`src/rtl/multiphase_pulse_gen_if.sv`:
```
// Signal bundle between the phase sequencer and its controller:
// mode requests and phase length in, phase pulses and frame status out.
interface multiphase_pulse_gen_if #(
    parameter int NPH = 4,
    parameter int CW  = 4,
    parameter int FCW = 16
);
    localparam int IW = (NPH > 1) ? $clog2(NPH) : 1;

    logic           FORCE;
    logic           HOLD;
    logic [CW-1:0]  PHASE_LEN;
    logic [NPH-1:0] PH;
    logic           FRAME;
    logic [IW-1:0]  PHASE_IDX;
    logic [FCW-1:0] FRAME_CNT;
    logic           BUSY;

    // Controller side: issues requests, observes pulses.
    modport master (
        output FORCE, HOLD, PHASE_LEN,
        input  PH, FRAME, PHASE_IDX, FRAME_CNT, BUSY
    );

    // Generator side: takes requests, drives pulses.
    modport slave (
        input  FORCE, HOLD, PHASE_LEN,
        output PH, FRAME, PHASE_IDX, FRAME_CNT, BUSY
    );
endinterface

```
`src/rtl/multiphase_pulse_gen.sv`:
```
// N-phase non-overlapping pulse generator. Each phase is held for
// len_q+1 cycles; force/hold mode changes and new phase lengths are only
// taken at frame boundaries so a running pulse is never cut short.
module multiphase_pulse_gen #(
    parameter int NPH = 4,
    parameter int CW  = 4,
    parameter int FCW = 16
) (
    input  logic                         CLK,
    input  logic                         RST,
    multiphase_pulse_gen_if.slave        bus
);
    localparam int IW = (NPH > 1) ? $clog2(NPH) : 1;
    localparam logic [IW-1:0] LAST_IDX = IW'(NPH - 1);

    typedef enum logic [1:0] {
        HOLDST  = 2'd0,
        FORCEST = 2'd1,
        RUN     = 2'd2
    } state_t;

    state_t         state_r, state_s;
    logic [IW-1:0]  idx_r, idx_s;
    logic [CW-1:0]  cnt_r, cnt_s;
    logic [CW-1:0]  len_r, len_s;
    logic [FCW-1:0] fcnt_r, fcnt_s;
    logic [NPH-1:0] ph_r, ph_s;
    logic           frame_r, frame_s;
    logic [IW-1:0]  pidx_r, pidx_s;
    logic           busy_r, busy_s;
    logic           decide_s;

    // Next-state sequencing: advance within a frame, or take the current request.
    always_comb begin
        state_s  = state_r;
        idx_s    = idx_r;
        cnt_s    = cnt_r;
        len_s    = len_r;
        fcnt_s   = fcnt_r;
        frame_s  = 1'b0;
        decide_s = 1'b0;
        case (state_r)
            HOLDST, FORCEST: begin
                decide_s = 1'b1;
            end
            RUN: begin
                if (cnt_r < len_r) begin
                    cnt_s = cnt_r + CW'(1);
                end else if (idx_r < LAST_IDX) begin
                    idx_s = idx_r + IW'(1);
                    cnt_s = {CW{1'b0}};
                end else begin
                    decide_s = 1'b1;
                end
            end
            default: begin
                state_s = HOLDST;
            end
        endcase
        if (decide_s) begin
            if (bus.FORCE) begin
                state_s = FORCEST;
            end else if (bus.HOLD) begin
                state_s = HOLDST;
            end else begin
                state_s = RUN;
                idx_s   = {IW{1'b0}};
                cnt_s   = {CW{1'b0}};
                len_s   = bus.PHASE_LEN;
                fcnt_s  = fcnt_r + FCW'(1);
                frame_s = 1'b1;
            end
        end else begin
            frame_s = 1'b0;
        end
    end

    // Output decode from the next state so outputs register on the same edge.
    always_comb begin
        ph_s   = {NPH{1'b0}};
        pidx_s = {IW{1'b0}};
        busy_s = 1'b0;
        case (state_s)
            RUN: begin
                ph_s   = NPH'(1) << idx_s;
                pidx_s = idx_s;
                busy_s = 1'b1;
            end
            FORCEST: begin
                ph_s = {NPH{1'b1}};
            end
            HOLDST: begin
                ph_s = {NPH{1'b0}};
            end
            default: begin
                ph_s = {NPH{1'b0}};
            end
        endcase
    end

    // State and output registers with immediate clear on reset.
    always_ff @(posedge CLK or posedge RST) begin
        if (RST) begin
            state_r <= HOLDST;
            idx_r   <= {IW{1'b0}};
            cnt_r   <= {CW{1'b0}};
            len_r   <= {CW{1'b0}};
            fcnt_r  <= {FCW{1'b0}};
            ph_r    <= {NPH{1'b0}};
            frame_r <= 1'b0;
            pidx_r  <= {IW{1'b0}};
            busy_r  <= 1'b0;
        end else begin
            state_r <= state_s;
            idx_r   <= idx_s;
            cnt_r   <= cnt_s;
            len_r   <= len_s;
            fcnt_r  <= fcnt_s;
            ph_r    <= ph_s;
            frame_r <= frame_s;
            pidx_r  <= pidx_s;
            busy_r  <= busy_s;
        end
    end

    assign bus.PH        = ph_r;
    assign bus.FRAME     = frame_r;
    assign bus.PHASE_IDX = pidx_r;
    assign bus.FRAME_CNT = fcnt_r;
    assign bus.BUSY      = busy_r;
endmodule
```
`src/flat_wrapper.sv`:
```
// flat-port wrapper written by rule: the top's interface ports become plain ports
module multiphase_pulse_gen_flat 
#(
    parameter int NPH = 4,
    parameter int CW  = 4,
    parameter int FCW = 16
)
  (CLK, RST, bus_FORCE, bus_HOLD, bus_PHASE_LEN, bus_PH, bus_FRAME, bus_PHASE_IDX, bus_FRAME_CNT, bus_BUSY);
  multiphase_pulse_gen_if #(.NPH(NPH), .CW(CW), .FCW(FCW)) bus_i ();
  input  logic CLK;
  input  logic RST;
  input wire logic [$bits(bus_i.FORCE)-1:0] bus_FORCE;
  input wire logic [$bits(bus_i.HOLD)-1:0] bus_HOLD;
  input wire logic [$bits(bus_i.PHASE_LEN)-1:0] bus_PHASE_LEN;
  output wire logic [$bits(bus_i.PH)-1:0] bus_PH;
  output wire logic [$bits(bus_i.FRAME)-1:0] bus_FRAME;
  output wire logic [$bits(bus_i.PHASE_IDX)-1:0] bus_PHASE_IDX;
  output wire logic [$bits(bus_i.FRAME_CNT)-1:0] bus_FRAME_CNT;
  output wire logic [$bits(bus_i.BUSY)-1:0] bus_BUSY;
  assign bus_i.FORCE = bus_FORCE;
  assign bus_i.HOLD = bus_HOLD;
  assign bus_i.PHASE_LEN = bus_PHASE_LEN;
  assign bus_PH = bus_i.PH;
  assign bus_FRAME = bus_i.FRAME;
  assign bus_PHASE_IDX = bus_i.PHASE_IDX;
  assign bus_FRAME_CNT = bus_i.FRAME_CNT;
  assign bus_BUSY = bus_i.BUSY;
  multiphase_pulse_gen #(.NPH(NPH), .CW(CW), .FCW(FCW)) u_core (.CLK(CLK), .RST(RST), .bus(bus_i));
endmodule
```
`config.mk`:
```
export PLATFORM = sky130hd
export DESIGN_NAME = multiphase_pulse_gen_flat
export DESIGN_NICKNAME = d
export VERILOG_FILES = /design/src/rtl/multiphase_pulse_gen_if.sv /design/src/rtl/multiphase_pulse_gen.sv /design/src/flat_wrapper.sv
export SDC_FILE = /design/constraint.sdc
export NUM_CORES = 1
export LEC_CHECK = 0
export BUFFER_PORTS_ARGS = -buffer_cell sky130_fd_sc_hd__buf_2
export CELL_PAD_IN_SITES_DETAIL_PLACEMENT = 0
export CELL_PAD_IN_SITES_GLOBAL_PLACEMENT = 2
export CORE_ASPECT_RATIO = 1.25
export CORE_MARGIN = 1
export CORE_UTILIZATION = 35
export DETAILED_ROUTE_END_ITERATION = 12
export PLACE_DENSITY = 0.8
export SLEW_MARGIN = 40
export SYNTH_ARGS = -nofsm -noshare
export SYNTH_HDL_FRONTEND = slang
export SYNTH_SLANG_ARGS = --single-unit
```
`constraint.sdc`:
```
create_clock -name CLK -period 2.9 [get_ports CLK]
set_input_delay 0.145 -clock CLK [delete_from_list [all_inputs] [get_ports CLK]]
set_output_delay 0.145 -clock CLK [all_outputs]
set_load 0.05 [all_outputs]
```
## Word level (Yosys, flattened, before mapping)

Cells that the tools add are included.

- Register bits: 36
- Input port bits: 8
- Output and inout bits: 24
- Logic and storage cells: 50

- Add/sub/neg operators: 3
- Order comparisons: 2
- Eq/ne operators: 4
- Shift-type cells: 1
- Multiplexer cells: 25
- Bitwise operators: 2
- Reduce and logical (&&, ||, !) cells: 4

Operators by type and width:

| operator | count |
|---|---|
| 2-to-1 mux 4 bit | 6 |
| 2-to-1 mux 2 bit | 11 |
| adder 16 x 1 -> 16 bit (second input constant) | 1 |
| one-hot mux 4 bit (2 select lines) | 1 |
| 2-to-1 mux 1 bit | 6 |
| adder 4 x 1 -> 4 bit (second input constant) | 1 |
| == test 2 x 1 -> 1 bit (second input constant) | 2 |
| == test 2 bit (second input constant) | 2 |
| < comparator 4 bit | 1 |
| << shifter 1 x 2 -> 4 bit (first input constant) | 1 |
| AND reduction 3 bit | 1 |
| OR reduction 3 bit | 1 |
| adder 2 x 1 -> 2 bit (second input constant) | 1 |
| zero test 2 bit | 1 |
| < comparator 2 bit (second input constant) | 1 |
| inverter 1 bit | 2 |
| one-hot mux 1 bit (2 select lines) | 1 |
| OR reduction 2 bit | 1 |

## Depth between registers and ports, before layout

Gate-level depths: netlist (run 1).

- Depth in word-level cells: 9
- Gate-level depth with buffers: 12
- Gate-level depth less buffers: 12

## Least setup slack after synthesis (run 1)

Ideal clock, no wire load.

- Path kind: register -> register
- Start: register u_core.cnt_r[1]
- End: register u_core.ph_r[3] (netlist: u_core.bus.PH[3])
- Library setup time: 0.095 ns
- Arrival time: 2.288 ns
- Required time: 2.805 ns
- Slack: 0.517 ns
- Cell stages (with the launch flop): 12
- Path buffers: 0
- Clock period less this slack: 2.383 ns
- Path through: dfrtp_1 ha_1 o211ai_1 o21a_2 o21ai_1 and2_1 inv_1 ha_1 o31ai_1 a31o_1 nand2b_1 o31ai_1

- Elaborated cells on any way between the ends: 13
- Those cells by class: 1 x order compare; 2 x eq/ne; 1 x shift; 9 x mux

RTL lines:

| what | RTL line | RTL |
|---|---|---|
| from (decl) | multiphase_pulse_gen.sv:24 | `logic [CW-1:0] cnt_r, cnt_s;` |
| from (signal assigned) | multiphase_pulse_gen.sv:106 | `cnt_r <= {CW{1'b0}};` |
| from (signal assigned) | multiphase_pulse_gen.sv:116 | `cnt_r <= cnt_s;` |
| < comparator 4 bit (*) | multiphase_pulse_gen.sv:47 | `if (cnt_r < len_r) begin` |
| 2-to-1 mux 1 bit (*) | multiphase_pulse_gen.sv:47 |  |
| one-hot mux 1 bit (2 select lines) (*) | multiphase_pulse_gen.sv:42 | `case (state_r)` |
| 2-to-1 mux 2 bit (*) | multiphase_pulse_gen.sv:60 | `if (decide_s) begin` |
| named net u_core.state_s[1] | multiphase_pulse_gen.sv:22 | `state_t state_r, state_s;` |
| == test 2 x 1 -> 1 bit or == test 2 bit (tied branches) | multiphase_pulse_gen.sv:83 | `case (state_s)` |
| one-hot mux 4 bit (2 select lines) (*) | multiphase_pulse_gen.sv:83 |  |
| named net u_core.ph_s[3] | multiphase_pulse_gen.sv:27 | `logic [NPH-1:0] ph_r, ph_s;` |
| to (signal assigned) | multiphase_pulse_gen.sv:109 | `ph_r <= {NPH{1'b0}};` |
| to (signal assigned) | multiphase_pulse_gen.sv:119 | `ph_r <= ph_s;` |
| to (decl) | multiphase_pulse_gen.sv:27 |  |

Mark *: on every way through the listed nets, which the timed path passes. The rest lies on a longest branch.
A chain may end at the register's enable or synchronous reset.

## Worst setup path after layout (run 1)

- Start: register u_core.cnt_r[1]
- End: register u_core.ph_r[2] (netlist: u_core.bus.PH[2])

Same word-level chain as after synthesis.

==> results.yml, run 1 <==
run_status:
  status: "finished, final reports clean"
logic_synthesis:
  synth-main-ff-cell: "dfrtp_1"
  synth_top_cell_by_area: "dfrtp_1"
  synth_common_cells: "dfrtp_1, nand2_1, inv_1, nor2_1, xnor2_1"
  synth_cell_types: 40
  yosysSeqAreaShare_pct: 50.9
  async_flop_share_pct: 100
  ys_ff_latch: 36
  synth_edf_count: 0
  yosysMostFrequentCell: "dfrtp_1"
  yosys_warnings: 0
  synth_top_cell_area_share_pct: 50.9
  synth.avg_cell_area_um2: 11.2
  syn_area_mm2: 0.00177
  synth_area_leaders: "dfrtp_1, ha_1, nand2_1"
  synth_cells: 158
  synth_nets: 173
floorplan:
  die_w_um: 65.6
  core_area_mm2: 0.00480
  rows: 28
  ios: 32
  start_util_pct: 36.9
  dieHeight_um: 81.5
  dieArea_mm2: 0.00534
grt:
  grt_max_degree: 37
  grt.total_usage_pct: 15.3
  grt_pass1_vias: 1312
  grt-ovfl-total: 0
  grt_pass1_wl_mm: 6.14
  antenna_found_initial: 0
route:
  drc: 0
  wl_per_cell_um: 13.4
  vias: 1268
  drt_wl_total_mm: 3.45
  vias_per_cell: 4.91
  ant_nets: 0
  initialDrtViolationCount: 66
  drtPass1Iterations: 4
timing:
  slew_headroom_pct: 69.3
  skew_ns: 0.00926
  period_minus_slack_ns: 2.64
  post-route-period-util_pct: 91.0
  rsz0062_at_grt: "no"
  fmax_ghz: 0.379
  tns_ns: 0
  worst_pin_slew_ns: 0.461
  setup_viol_count_final: 0
  hold_violations: 0
  drv_slew: 0
worst_setup_path:
  worstSetupPathType: "reg2reg"
  r2r-start: "u_core.cnt_r[1]"
  cp_data_required_time_ns: 3.09
  r2r_end: "u_core.bus.PH[2]"
  rr_worst_depth: 11
  cp.arrival_ns: 2.83
  crit_buf_inv: 1
  slowest_stage: "dfrtp_1"
  startpoint_type: "register"
  cpLargestDelayFamily: "compound AO/OA/AOI/OAI gates"
  worst-r2r-setup-slack_ns: 0.26
  cp_cell_sequence: "ha_1 -> o211ai_1 -> o21a_2 -> o21ai_1 -> and2_1 -> inv_1 -> ha_1 -> o31ai_1 -> a31o_1 -> nand2b_1 -> o31ai_1"
  path_max_fanout: 4
  end_kind: "register"
  slowest_delay_ns: 0.41
pwr:
  ir_drop_mv: 0.528
  p_per_area_mw_per_mm2: 1000
  leakagePower_nw: 1.10
cts:
  post_cts_resized: 0
  clk-insertion-delay-late_ns: 0.29
  cts_sinks: 36
  clk_pin_slew_ns: 0.08
  cts_tree: "done"
  cts_buffers: 5
  cts-root-buf: "clkbuf_8"
  clockBufferDepth: 2
  cts_max_level: 2
cells_and_area:
  nFillCells: 468
  drive_gt1_share_pct: 28.8
  insertedDiodeCount: 0
  num-nets-final: 212
  final_cells: 258
  area_delta_synth_final_pct: 19.6
worst_hold_path:
  min-delay-start: "bus_PHASE_LEN[0]"
  hp-class: "in2reg"
  holdPathStages: 3
  whs_endpoint: "u_core.len_r[0]"
place:
  dp_hpwl_mm: 2.50
  numPortBuffers: 31
  routabilityCongestion: 0.876
  dp_cells: 249
run:
  max_cap_viol_count: 0
[layer usage]
metal	GRT usage (%)	vias to the layer above	share of wire [%]
li1	-	621	-
met3	3.33	7	3.7
met4	6.52	0	2.3
met1	18.0	612	44
met2	26.6	28	50
met5	0	-	0
[kinds of logic (layout without fill, tap and decap cells)]
logic type | count (synthesis) | after routing | synth area share, %
XOR/XNOR | 15 | 15 | 7.43
AND/OR/NAND/NOR | 63 | 63 | 22.8
buffers and inverters | 12 | 52 | 3.04
multiplexers | 3 | 3 | 1.77
AO/OA/AOI/OAI | 22 | 22 | 9.12
flip-flops | 36 | 36 | 50.9
adder cells (fa/ha/maj) | 7 | 7 | 4.95
[power breakdown]
group	leakage (nW)	internal (mW)	switching, mW
registers	0.473	0.638	0.113
logic	0.569	0.299	0.636
clock network	0.0552	0.255	0.176
total	1.10	1.19	0.924
[worst max path at each step]
stage | to | slack [ns] | depth (start not counted) | start
6_report | u_core.bus.PH[2] | 0.26 | 11 | u_core.cnt_r[1]
5_1_grt | u_core.bus.PH[3] | 0.04 | 11 | u_core.cnt_r[1]
4_1_cts | u_core.bus.PH[2] | 0.28 | 11 | u_core.cnt_r[1]
3_5_place_dp | u_core.bus.PH[2] | 0.29 | 11 | u_core.cnt_r[1]
3_3_place_gp | u_core.bus.PH[2] | 0.37 | 11 | u_core.cnt_r[1]
2_1_floorplan | u_core.bus.PH[3] | 0.52 | 11 | u_core.cnt_r[1]
[worst register-to-register path, stage by stage (launching register included)]
cell	delay [ns]
dfrtp_1	0.41
ha_1	0.29
o211ai_1	0.29
o21a_2	0.25
o21ai_1	0.14
and2_1	0.23
inv_1	0.08
ha_1	0.18
o31ai_1	0.08
a31o_1	0.22
nand2b_1	0.18
o31ai_1	0.20
[state kept, by name, summed over array words and instances, names as in the netlist]
register              cells
u_core.idx_r              2
u_core.state_r            2
u_core.bus.BUSY           1
u_core.bus.FRAME          1
u_core.bus.PHASE_IDX      2
u_core.cnt_r              4
u_core.bus.PH             4
u_core.bus.FRAME_CNT     16
u_core.len_r              4
[what timing repair did]
| item | in CTS | in global routing |
|---|---|---|
| endpoints found under the setup margin | 0 | 0 |
| hold buffers | 1 | 0 |
| endpoints found under the hold margin | 36 | 0 |
| setup buffers | 0 | 0 |
[placed cells by master, fill, tap and decap left out, types with 2 or more instances in the layout]
cell	count
a21oi_1	2
a31o_1	2
and2_1	2
buf_2	31
buf_4	2
clkbuf_8	5
dfrtp_1	36
ha_1	7
inv_1	9
mux2i_1	2
nand2_1	21
nand2b_1	5
nand3_1	7
nand4_1	2
nand4_4	2
nor2_1	9
nor3_1	2
nor3_2	5
o21ai_0	4
o21ai_1	3
o31ai_1	3
xnor2_1	8
xor2_1	7
[per-stage QoR]
step	total power, mW	setup WS [ns]	area, um2	utilization (%)	hold WS, ns
2_1_floorplan	1.49	0.517	1770	-	0.250
3_3_place_gp	1.69	0.367	2000	41.6	0.271
3_5_place_dp	1.70	0.289	2000	41.6	0.287
4_1_cts	2.14	0.277	2120	44.1	0.0566
5_1_grt	2.27	0.0450	2120	44.1	0.0847
6_report	2.12	0.261	2120	44.1	0.0596
[area by class of cell]
cell class,instances,area [um2],area share (%)
Multi-Input combinational cell,110,815,38.5
Timing Repair Buffer,34,180,8.52
Tap cell,60,75.1,3.55
Sequential cell,36,901,42.6
Inverter,10,37.5,1.77
Clock buffer,6,72.6,3.43
Clock inverter,2,35.0,1.66
(Power assumes the default switching activity.)
==> run 2: changes to the inputs <==
--- a/config.mk
+++ b/config.mk
@@ -5,14 +5,15 @@
 export SDC_FILE = /design/constraint.sdc
 export NUM_CORES = 1
 export LEC_CHECK = 0
+export ABC_AREA = 1
 export BUFFER_PORTS_ARGS = -buffer_cell sky130_fd_sc_hd__buf_2
 export CELL_PAD_IN_SITES_DETAIL_PLACEMENT = 0
 export CELL_PAD_IN_SITES_GLOBAL_PLACEMENT = 2
 export CORE_ASPECT_RATIO = 1.25
 export CORE_MARGIN = 1
-export CORE_UTILIZATION = 35
+export CORE_UTILIZATION = 33
 export DETAILED_ROUTE_END_ITERATION = 12
-export PLACE_DENSITY = 0.8
+export PLACE_DENSITY = 0.81
 export SLEW_MARGIN = 40
 export SYNTH_ARGS = -nofsm -noshare
 export SYNTH_HDL_FRONTEND = slang
==> results.yml, run 2 <==
logic_synthesis:
  ys_ff_latch: 36
  synth-compound-area-share_pct: 4.47
  yosys_warnings: 0
  synth_cell_types: 25
  synth_top_family_by_area: "simple AND/OR/NAND/NOR gates"
  async_flop_share_pct: 100
  synth.area.mux_share_pct: 0
  synth_cells: 211
  synthAdderAreaFrac_pct: 4.74
  synth_simple_gate_area_share_pct: 27.3
  synth_area_leaders: "dfrtp_1, nand2_1, inv_1"
  syn_area_mm2: 0.00185
  yosysSeqAreaShare_pct: 48.7
  synth_edf_count: 0
  yosysMostFrequentCell: "nand2_1"
  synth-main-ff-cell: "dfrtp_1"
  synth_common_cells: "nand2_1, dfrtp_1, inv_1, nand3_1, nor2_1"
  synth_top_cell_area_share_pct: 48.7
  synth_nets: 226
  synth-xor-area-share_pct: 6.63
  synth_top_cell_by_area: "dfrtp_1"
  synth.avg_cell_area_um2: 8.76
worst_setup_path:
  startpoint_type: "register"
  end_kind: "register"
  cpLargestDelayFamily: "simple AND/OR/NAND/NOR gates"
  cp_cell_sequence: "ha_1 -> a21oi_1 -> nand2_4 -> nand2_4 -> nand2_4 -> nand2_4 -> inv_2 -> nor2_1 -> inv_1 -> ha_1 -> nand4_1 -> a21oi_1"
  slowest_stage: "dfrtp_1"
  cp.arrival_ns: 2.41
  crit_buf_inv: 2
  worstSetupPathType: "reg2reg"
  path_max_fanout: 18
  slowest_delay_ns: 0.41
  cpMostUsedCell: "nand2_4"
  cp_data_required_time_ns: 3.07
cts:
  clockBufferDepth: 2
  cts_sinks: 36
  cts-root-buf: "clkbuf_8"
  clk_pin_slew_ns: 0.07
  post_cts_buffers: 0
  clk-insertion-delay-late_ns: 0.29
  cts_buffers: 5
  cts_max_level: 2
  cts_tree: "done"
cells_and_area:
  final_common_cell: "nand2_1"
  insertedDiodeCount: 0
  largest_reg_flops: 16
  area_delta_synth_final_pct: 17.5
  regArea_um2: 901
  multiInputGateArea_um2: 798
  num-nets-final: 263
  finalInstanceArea_mm2: 0.00217
  layout_common_cells: "nand2_1, dfrtp_1, inv_1, buf_2"
  drive_gt1_share_pct: 21.7
  nFillCells: 584
  final_cells: 313
floorplan:
  dieHeight_um: 85.7
  ios: 32
  dieArea_mm2: 0.00591
  die_w_um: 69.0
  core_area_mm2: 0.00541
  rows: 30
  start_util_pct: 34.2
route:
  drtPass1Iterations: 4
  vias_per_cell: 4.58
  drc: 0
  wl_per_cell_um: 12.1
  ant_nets: 0
  vias: 1434
  drt_wl_total_mm: 3.79
  initialDrtViolationCount: 31
pwr:
  leakagePower_nw: 1.17
  ir_drop_mv: 0.267
  p_per_area_mw_per_mm2: 704
  total_power_mw: 1.53
timing:
  fin_hold_ws_ns: 0.0611
  fmax_ghz: 0.446
  worst_pin_slew_ns: 0.472
  tns_ns: 0
  setup_viol_count_final: 0
  post-route-period-util_pct: 77.3
  slew_headroom_pct: 68.5
  period_minus_slack_ns: 2.24
  drv_slew: 0
  skew_ns: 0.00451
  rsz0062_at_grt: "no"
  hold_violations: 0
grt:
  grt_max_degree: 37
  grt.total_usage_pct: 14.5
  grt-ovfl-total: 0
  grt_pass1_wl_mm: 6.31
  grt_pass1_vias: 1382
  antenna_found_initial: 0
run_status:
  status: "finished, final reports clean"
run:
  max_cap_viol_count: 0
place:
  dp_cells: 304
  numPortBuffers: 31
  routabilityCongestion: 0.734
  dpl_cell_area_mm2: 0.00207
  dp_hpwl_mm: 2.70
worst_hold_path:
  hp-class: "in2reg"
run 2: changes by cell type after synthesis, sizes merged, moves of 3 or more:
cell and change:
nor2 +7, nand2b -5, o31ai -3, nor3 -5, nand2 +36, nand3 +7
xnor2 -4, a21oi +6, xor2 +3, inv +22
run 2: cells by family (layout without fill, tap and decap cells):
group / after synthesis / after routing
adders and majority gates: 7 / 7
DFF: 36 / 36
xor gates and xnor gates: 14 / 14
buffers and inverters: 36 / 74
and+or+nand+nor: 102 / 102
AOI/OAI and AO/OA: 16 / 16
run 2: where the power goes:
| part | internal (mW) | switching (mW) |
|---|---|---|
| Sequential | 0.578 | 0.0746 |
| Combinational | 0.134 | 0.366 |
| Clock | 0.193 | 0.183 |
run 2: worst register-to-register path, delay by kind of cell, from the launching register on:
kind	cells	cell delay, ns
simple gates	6	0.65
fa+ha+maj	2	0.56
compound gates	2	0.30
buf+inv	2	0.20
flops	1	0.41
run 2: final timing paths:
path                                   from                 endpoint  slack [ns]  cells past startpoint
setup / recovery            u_core.cnt_r[3]         u_core.bus.PH[3]        0.66                     12
hold / removal             bus_PHASE_LEN[0]          u_core.len_r[0]        0.06                      3
setup reg to reg            u_core.cnt_r[3]         u_core.bus.PH[3]        0.66                     12
hold reg to reg             u_core.len_r[0]          u_core.len_r[0]        0.50                      2
max in group asynchronous               RST          u_core.len_r[1]        2.07                      4
min in group asynchronous               RST  u_core.bus.FRAME_CNT[7]        0.50                      4
run 2: routing by layer:
metal | GRT usage (%) | up-vias | routed length [um]
met5 | 0 | - | 0
met4 | 7.24 | 0 | 61
met3 | 3.06 | 6 | 123
met2 | 24.4 | 23 | 1950
met1 | 16.8 | 672 | 1650
li1 | - | 733 | -
run 2: what timing repair did:
item,in CTS,in global routing
hold buffers,1,0
endpoints found under the hold margin,36,0
gates resized for setup,0,0
run 2: final cells by class:
class                      count  area share, %
sequential                    36           41.5
inverter                      32           5.53
tap                           64           3.68
multi-input combinational    139           36.7
clock inverter                 1          0.345
clock buffer                   7           3.97
timing repair buffer          34           8.29
run 2: metrics by stage:
step	utilization [%]	worst slack [ns]
after floorplan	-	0.952
after global placement	38.3	0.689
after detailed placement	38.3	0.639
after CTS	40.2	0.643
after global routing	40.2	0.420
final	40.2	0.660
